`src/rtl/config_pkg.sv`:
```
// rtl/config_pkg.sv - config stream constants, header field layout and decoder states
package config_pkg;

    localparam logic [31:0] SYNC_WORD       = 32'hFAB0_FAB1;
    localparam int          DESYNC_FLAG_POS = 20;
    localparam int          ROW_MSB         = 31;
    localparam int          ROW_LSB         = 24;
    localparam int          LEN_MSB         = 15;
    localparam int          LEN_LSB         = 0;

    typedef enum logic [1:0] {
        IDLE,
        HEADER,
        DATA,
        ERROR
    } cfg_state_t;

    function automatic logic [7:0] hdr_row(input logic [31:0] word);
        return word[ROW_MSB:ROW_LSB];
    endfunction

    function automatic logic [15:0] hdr_len(input logic [31:0] word);
        return word[LEN_MSB:LEN_LSB];
    endfunction

endpackage

```
`src/rtl/config_header_check.sv`:
```
// rtl/config_header_check.sv - combinational classification of a candidate header word
module config_header_check
    import config_pkg::*;
#(
    parameter int NUM_ROWS  = 16,
    parameter int MAX_WORDS = 20
) (
    input  logic [31:0] word,
    output logic        is_sync,
    output logic        is_desync,
    output logic        hdr_valid,
    output logic        len_zero,
    output logic [7:0]  row,
    output logic [15:0] len
);

    assign row       = hdr_row(word);
    assign len       = hdr_len(word);
    assign is_sync   = (word == SYNC_WORD);
    assign is_desync = word[DESYNC_FLAG_POS];
    assign hdr_valid = ({24'd0, row} < 32'(NUM_ROWS)) && ({16'd0, len} <= 32'(MAX_WORDS));
    assign len_zero  = (len == 16'd0);

endmodule

```
`src/rtl/config_frame_decoder.sv`:
```
// rtl/config_frame_decoder.sv - decodes the config word stream into per-row frame writes
module config_frame_decoder
    import config_pkg::*;
#(
    parameter int NUM_ROWS  = 16,
    parameter int MAX_WORDS = 20
) (
    input  logic                clk_i,
    input  logic                reset_i,
    input  logic                word_strobe_i,
    input  logic [31:0]         word_data_i,
    output logic [31:0]         frame_data_o,
    output logic [NUM_ROWS-1:0] row_strobe_o,
    output logic [4:0]          word_index_o,
    output logic                busy_o,
    output logic                config_done_o,
    output logic                error_o
);

    localparam logic [NUM_ROWS-1:0] ROW_ONE = {{(NUM_ROWS-1){1'b0}}, 1'b1};

    logic [1:0]  rst_pipe;
    logic        rst;
    cfg_state_t  state;
    logic [7:0]  row_q;
    logic [4:0]  cnt;
    logic [15:0] remaining;

    logic        is_sync;
    logic        is_desync;
    logic        hdr_valid;
    logic        len_zero;
    logic [7:0]  hdr_row_w;
    logic [15:0] hdr_len_w;

    // Assert immediately, release only on a clock edge.
    always_ff @(posedge clk_i or posedge reset_i) begin
        if (reset_i) begin
            rst_pipe <= 2'b11;
        end else begin
            rst_pipe <= {rst_pipe[0], 1'b0};
        end
    end

    assign rst = rst_pipe[1];

    config_header_check #(
        .NUM_ROWS  (NUM_ROWS),
        .MAX_WORDS (MAX_WORDS)
    ) u_header_check (
        .word      (word_data_i),
        .is_sync   (is_sync),
        .is_desync (is_desync),
        .hdr_valid (hdr_valid),
        .len_zero  (len_zero),
        .row       (hdr_row_w),
        .len       (hdr_len_w)
    );

    always_ff @(posedge clk_i or posedge rst) begin
        if (rst) begin
            state         <= IDLE;
            row_q         <= 8'd0;
            cnt           <= 5'd0;
            remaining     <= 16'd0;
            frame_data_o  <= 32'd0;
            row_strobe_o  <= '0;
            word_index_o  <= 5'd0;
            busy_o        <= 1'b0;
            config_done_o <= 1'b0;
            error_o       <= 1'b0;
        end else begin
            row_strobe_o  <= '0;
            config_done_o <= 1'b0;
            if (word_strobe_i) begin
                case (state)
                    IDLE: begin
                        if (is_sync) begin
                            state  <= HEADER;
                            busy_o <= 1'b1;
                        end
                    end
                    HEADER: begin
                        // The sync word itself has bit 20 set, so resync must win over desync.
                        if (is_sync) begin
                            state <= HEADER;
                        end else if (is_desync) begin
                            config_done_o <= 1'b1;
                            busy_o        <= 1'b0;
                            state         <= IDLE;
                        end else if (!hdr_valid) begin
                            error_o <= 1'b1;
                            busy_o  <= 1'b0;
                            state   <= ERROR;
                        end else if (!len_zero) begin
                            row_q     <= hdr_row_w;
                            cnt       <= 5'd0;
                            remaining <= hdr_len_w;
                            state     <= DATA;
                        end
                    end
                    DATA: begin
                        frame_data_o <= word_data_i;
                        row_strobe_o <= ROW_ONE << row_q;
                        word_index_o <= cnt;
                        cnt          <= cnt + 5'd1;
                        remaining    <= remaining - 16'd1;
                        if (remaining == 16'd1) begin
                            state <= HEADER;
                        end
                    end
                    ERROR: begin
                        if (is_sync) begin
                            error_o <= 1'b0;
                            busy_o  <= 1'b1;
                            state   <= HEADER;
                        end
                    end
                    default: begin
                        state <= IDLE;
                    end
                endcase
            end
        end
    end

endmodule

```
`config.mk`:
```
export PLATFORM = sky130hd
export DESIGN_NAME = config_frame_decoder
export DESIGN_NICKNAME = d
export VERILOG_FILES = /design/src/rtl/config_pkg.sv /design/src/rtl/config_header_check.sv /design/src/rtl/config_frame_decoder.sv
export SDC_FILE = /design/constraint.sdc
export NUM_CORES = 1
export LEC_CHECK = 0
export BUFFER_PORTS_ARGS = -buffer_cell sky130_fd_sc_hd__buf_2
export CAP_MARGIN = 20
export CORE_MARGIN = 8
export CORE_UTILIZATION = 40
export CTS_CLUSTER_SIZE = 28
export DETAILED_ROUTE_END_ITERATION = 16
export HOLD_SLACK_MARGIN = 0.06
export PLACE_DENSITY = 0.7
export SETUP_SLACK_MARGIN = 0.05
export SLEW_MARGIN = 20
export SYNTH_ARGS = -nofsm -noshare
export SYNTH_HDL_FRONTEND = slang
export SYNTH_SLANG_ARGS = --single-unit
```
`constraint.sdc`:
```
create_clock -name clk_i -period 3.6 [get_ports clk_i]
set_clock_uncertainty 0.15 [all_clocks]
set_input_delay 1.08 -clock clk_i [delete_from_list [all_inputs] [get_ports clk_i]]
set_output_delay 1.08 -clock clk_i [all_outputs]
set_load 0.01 [all_outputs]
```
==> flow_summary.json <==
{
  "die_h_um": 120,
  "combPwrFrac": 0.171,
  "tightest_slew_ns": 0.666,
  "insertion_delay_ns": 0.37,
  "grtUsageTotal": 0.155,
  "path_max_fanout": 8,
  "diodes": 0,
  "clk_pin_slew_ns": 0.10,
  "crit_required_ns": 3.71,
  "nets": 515,
  "drc": 0,
  "fmax_mhz": 350,
  "grt_max_degree": 38,
  "timing_hold_violations_final": 0,
  "r2r_end": "remaining[15]",
  "swShare": 0.287,
  "intPower_w": 0.00172,
  "syn_area_um2": 4310,
  "core.rowCount": 38,
  "cts_root_buffer": "clkbuf_8",
  "netlist-cell-type-count": 61,
  "synth_edf_count": 0,
  "yosys.area_share.simple": 0.161,
  "port_buffers": 90,
  "status": "completed",
  "dp_hpwl_um": 8180,
  "drt_iter0_markers": 221,
  "reg2reg_depth": 5,
  "rsz0062_at_grt": "no",
  "final_common_cell": "buf_2",
  "syn_nets": 422,
  "async_flop_share": 1.00,
  "grt_pass1_wl_um": 18100,
  "die-area_um2": 14300,
  "num_io_pins": 91,
  "hold_buffers": 0,
  "synth-compound-area-share": 0.144,
  "critPathKind": "primary input to flip-flop",
  "synthFlopType": "dfrtp_1",
  "htree_levels": 3,
  "p_seq_frac": 0.498,
  "grt_pass1_vias": 3588,
  "cp-start-kind": "primary input",
  "crit_path_end": "row_q[1]",
  "synth_xor_area_frac": 0,
  "ys_ff_latch": 89,
  "slew_headroom": 0.556,
  "slew_violations": 0,
  "cts_tree": "built",
  "finalSetupViolCount": 0,
  "regToRegStartpoint": "remaining[6]",
  "synth.area.mux_share": 0.117,
  "reg2reg_slack_ns": 1.25,
  "core_um2": 10700,
  "cap_viol_max_count": 0,
  "synth_warnings": 0,
  "mostFrequentLayoutCells": "buf_2 (90), dfrtp_1 (87), mux2_2 (36)",
  "ant_nets": 0,
  "globalplace.congestion": 0.868,
  "antenna_found_initial": 0,
  "leakage_nw": 2.34,
  "dieWidth_um": 120,
  "hold_ws_ns": 0.183,
  "ys_seq_area_frac": 0.518,
  "drt-wirelength-per-cell_um": 17.8,
  "vias": 3403,
  "area_delta_synth_final_pct": 19.7,
  "placed_area_um2": 4920,
  "finalWirelength_um": 11000,
  "viasPerCell": 5.50,
  "firstDrtPassIters": 4,
  "avgSynthCellArea_um2": 11.3,
  "synth_top_family_by_area": "simple AND/OR/NAND/NOR gates",
  "min_period_ns": 2.85,
  "final_cell_area_um2": 5150,
  "synth_fa_ha_area_frac": 0.0174,
  "grt_overflow": 0,
  "switchingPower_w": 0.000694,
  "cts_made_buffers": 9,
  "synthCells": 381,
  "hold_class": "flip-flop to async pin",
  "end_kind": "flip-flop",
  "drive_gt1_frac": 0.372,
  "cts-resized-gates": 0,
  "period_share": 0.793,
  "clockBufferDepth": 2,
  "fill_cells": 1034,
  "start_util": 0.404,
  "clock-sinks": 89,
  "power_density_nw_per_um2": 468,
  "ir_worst_vdd_mv": 0.213,
  "worstPathArrival_ns": 2.96,
  "clockPowerShare": 0.330,
  "tns_ns": 0,
  "startpoint": "word_data_i[28]",
  "cts_setup_buffers": 0
}
cell families (layout without fill, tap and decap cells):
| logic type | count (synthesis) | after routing |
|---|---|---|
| compound gates | 76 | 76 |
| simple gates | 125 | 125 |
| buf+inv | 40 | 138 |
| fa+ha+maj | 6 | 6 |
| flops | 89 | 89 |
| other cells | 1 | 1 |
| mux | 44 | 44 |
through the flow:
stage / util / std cells / power (W) / setup WS, ns
2_1_floorplan: - / 381 / 0.00147 / 0.616
3_3_place_gp: 0.462 / 603 / 0.00162 / 0.418
3_5_place_dp: 0.462 / 603 / 0.00165 / 0.363
4_1_cts: 0.484 / 619 / 0.00244 / 0.754
5_1_grt: 0.484 / 619 / 0.00254 / 0.707
6_report: 0.484 / 619 / 0.00241 / 0.746
cell type report:
| class | count | area, um2 | area share |
|---|---|---|---|
| clock buffers | 10 | 138 | 0.0267 |
| clock inverters | 6 | 96.3 | 0.0187 |
| inverters | 21 | 80.1 | 0.0155 |
| multi-input cells | 252 | 1900 | 0.369 |
| flip-flops and latches | 89 | 2230 | 0.433 |
| well taps | 140 | 175 | 0.0340 |
| repair buffers | 101 | 533 | 0.103 |
how the worst min path moves through the flow:
stage,to,cells past startpoint,slack [ns]
finish,frame_data_o[19],1,0.18
floorplan,rst_pipe[1],0,0.20
global route,rst_pipe[1],0,0.22
global placement,frame_data_o[15],1,0.19
CTS,frame_data_o[15],1,0.21
detailed placement,frame_data_o[15],1,0.20
cell usage after synthesis (3+ instances only):
cell type | instances | area share
dfrtp_1 | 87 | 0.51
mux2_2 | 36 | 0.094
nor2_1 | 28 | 0.024
inv_1 | 21 | 0.018
nand2_1 | 21 | 0.018
clkbuf_1 | 13 | 0.011
nand3_1 | 13 | 0.015
nor3_1 | 13 | 0.015
a21oi_1 | 10 | 0.012
nor4_1 | 9 | 0.013
o211ai_1 | 8 | 0.014
o21ai_0 | 8 | 0.0093
ha_1 | 6 | 0.017
nand4_1 | 6 | 0.0087
o221ai_1 | 6 | 0.012
a22oi_2 | 5 | 0.015
a31oi_1 | 5 | 0.0073
nand2b_1 | 5 | 0.0073
o2bb2ai_1 | 5 | 0.010
and2_1 | 4 | 0.0058
mux2_4 | 4 | 0.014
mux2i_1 | 4 | 0.0093
o22ai_1 | 4 | 0.0058
o41ai_1 | 4 | 0.0081
and4_1 | 3 | 0.0061
buf_6 | 3 | 0.0078
nand4b_1 | 3 | 0.0061
o211ai_2 | 3 | 0.0087
or3_1 | 3 | 0.0044
or4_1 | 3 | 0.0052
power by group through the flow:
stage	clock network, W	logic (W)	registers [W]
after floorplan	0	0.000238	0.00123
final	0.000797	0.000413	0.00120
after detailed placement	0	0.000422	0.00122
after global placement	0	0.000408	0.00122
after global routing	0.000853	0.000463	0.00122
after CTS	0.000810	0.000423	0.00120
worst max-delay path, cell delays in order:
cell	delay, ns
buf_2	0.11
or4_4	0.57
a311o_1	0.44
nor3_4	0.25
nand3_4	0.16
mux2_4	0.34
registers in the layout, indices dropped and copies added (netlist names):
signal and cells:
busy_o 1, cnt 5, config_done_o 1, error_o 1
frame_data_o 32, remaining 16, row_q 8, row_strobe_o 16
rst_pipe 2, state 2, word_index_o 5
per-layer routing:
metal	share of wire	global-route usage	vias to the layer above
li1	-	-	1605
met1	0.44	0.188	1672
met2	0.49	0.263	111
met3	0.060	0.0371	15
met4	0.016	0.0593	0
met5	0	0	-
Note: power is estimated with default switching activity, not from simulation.
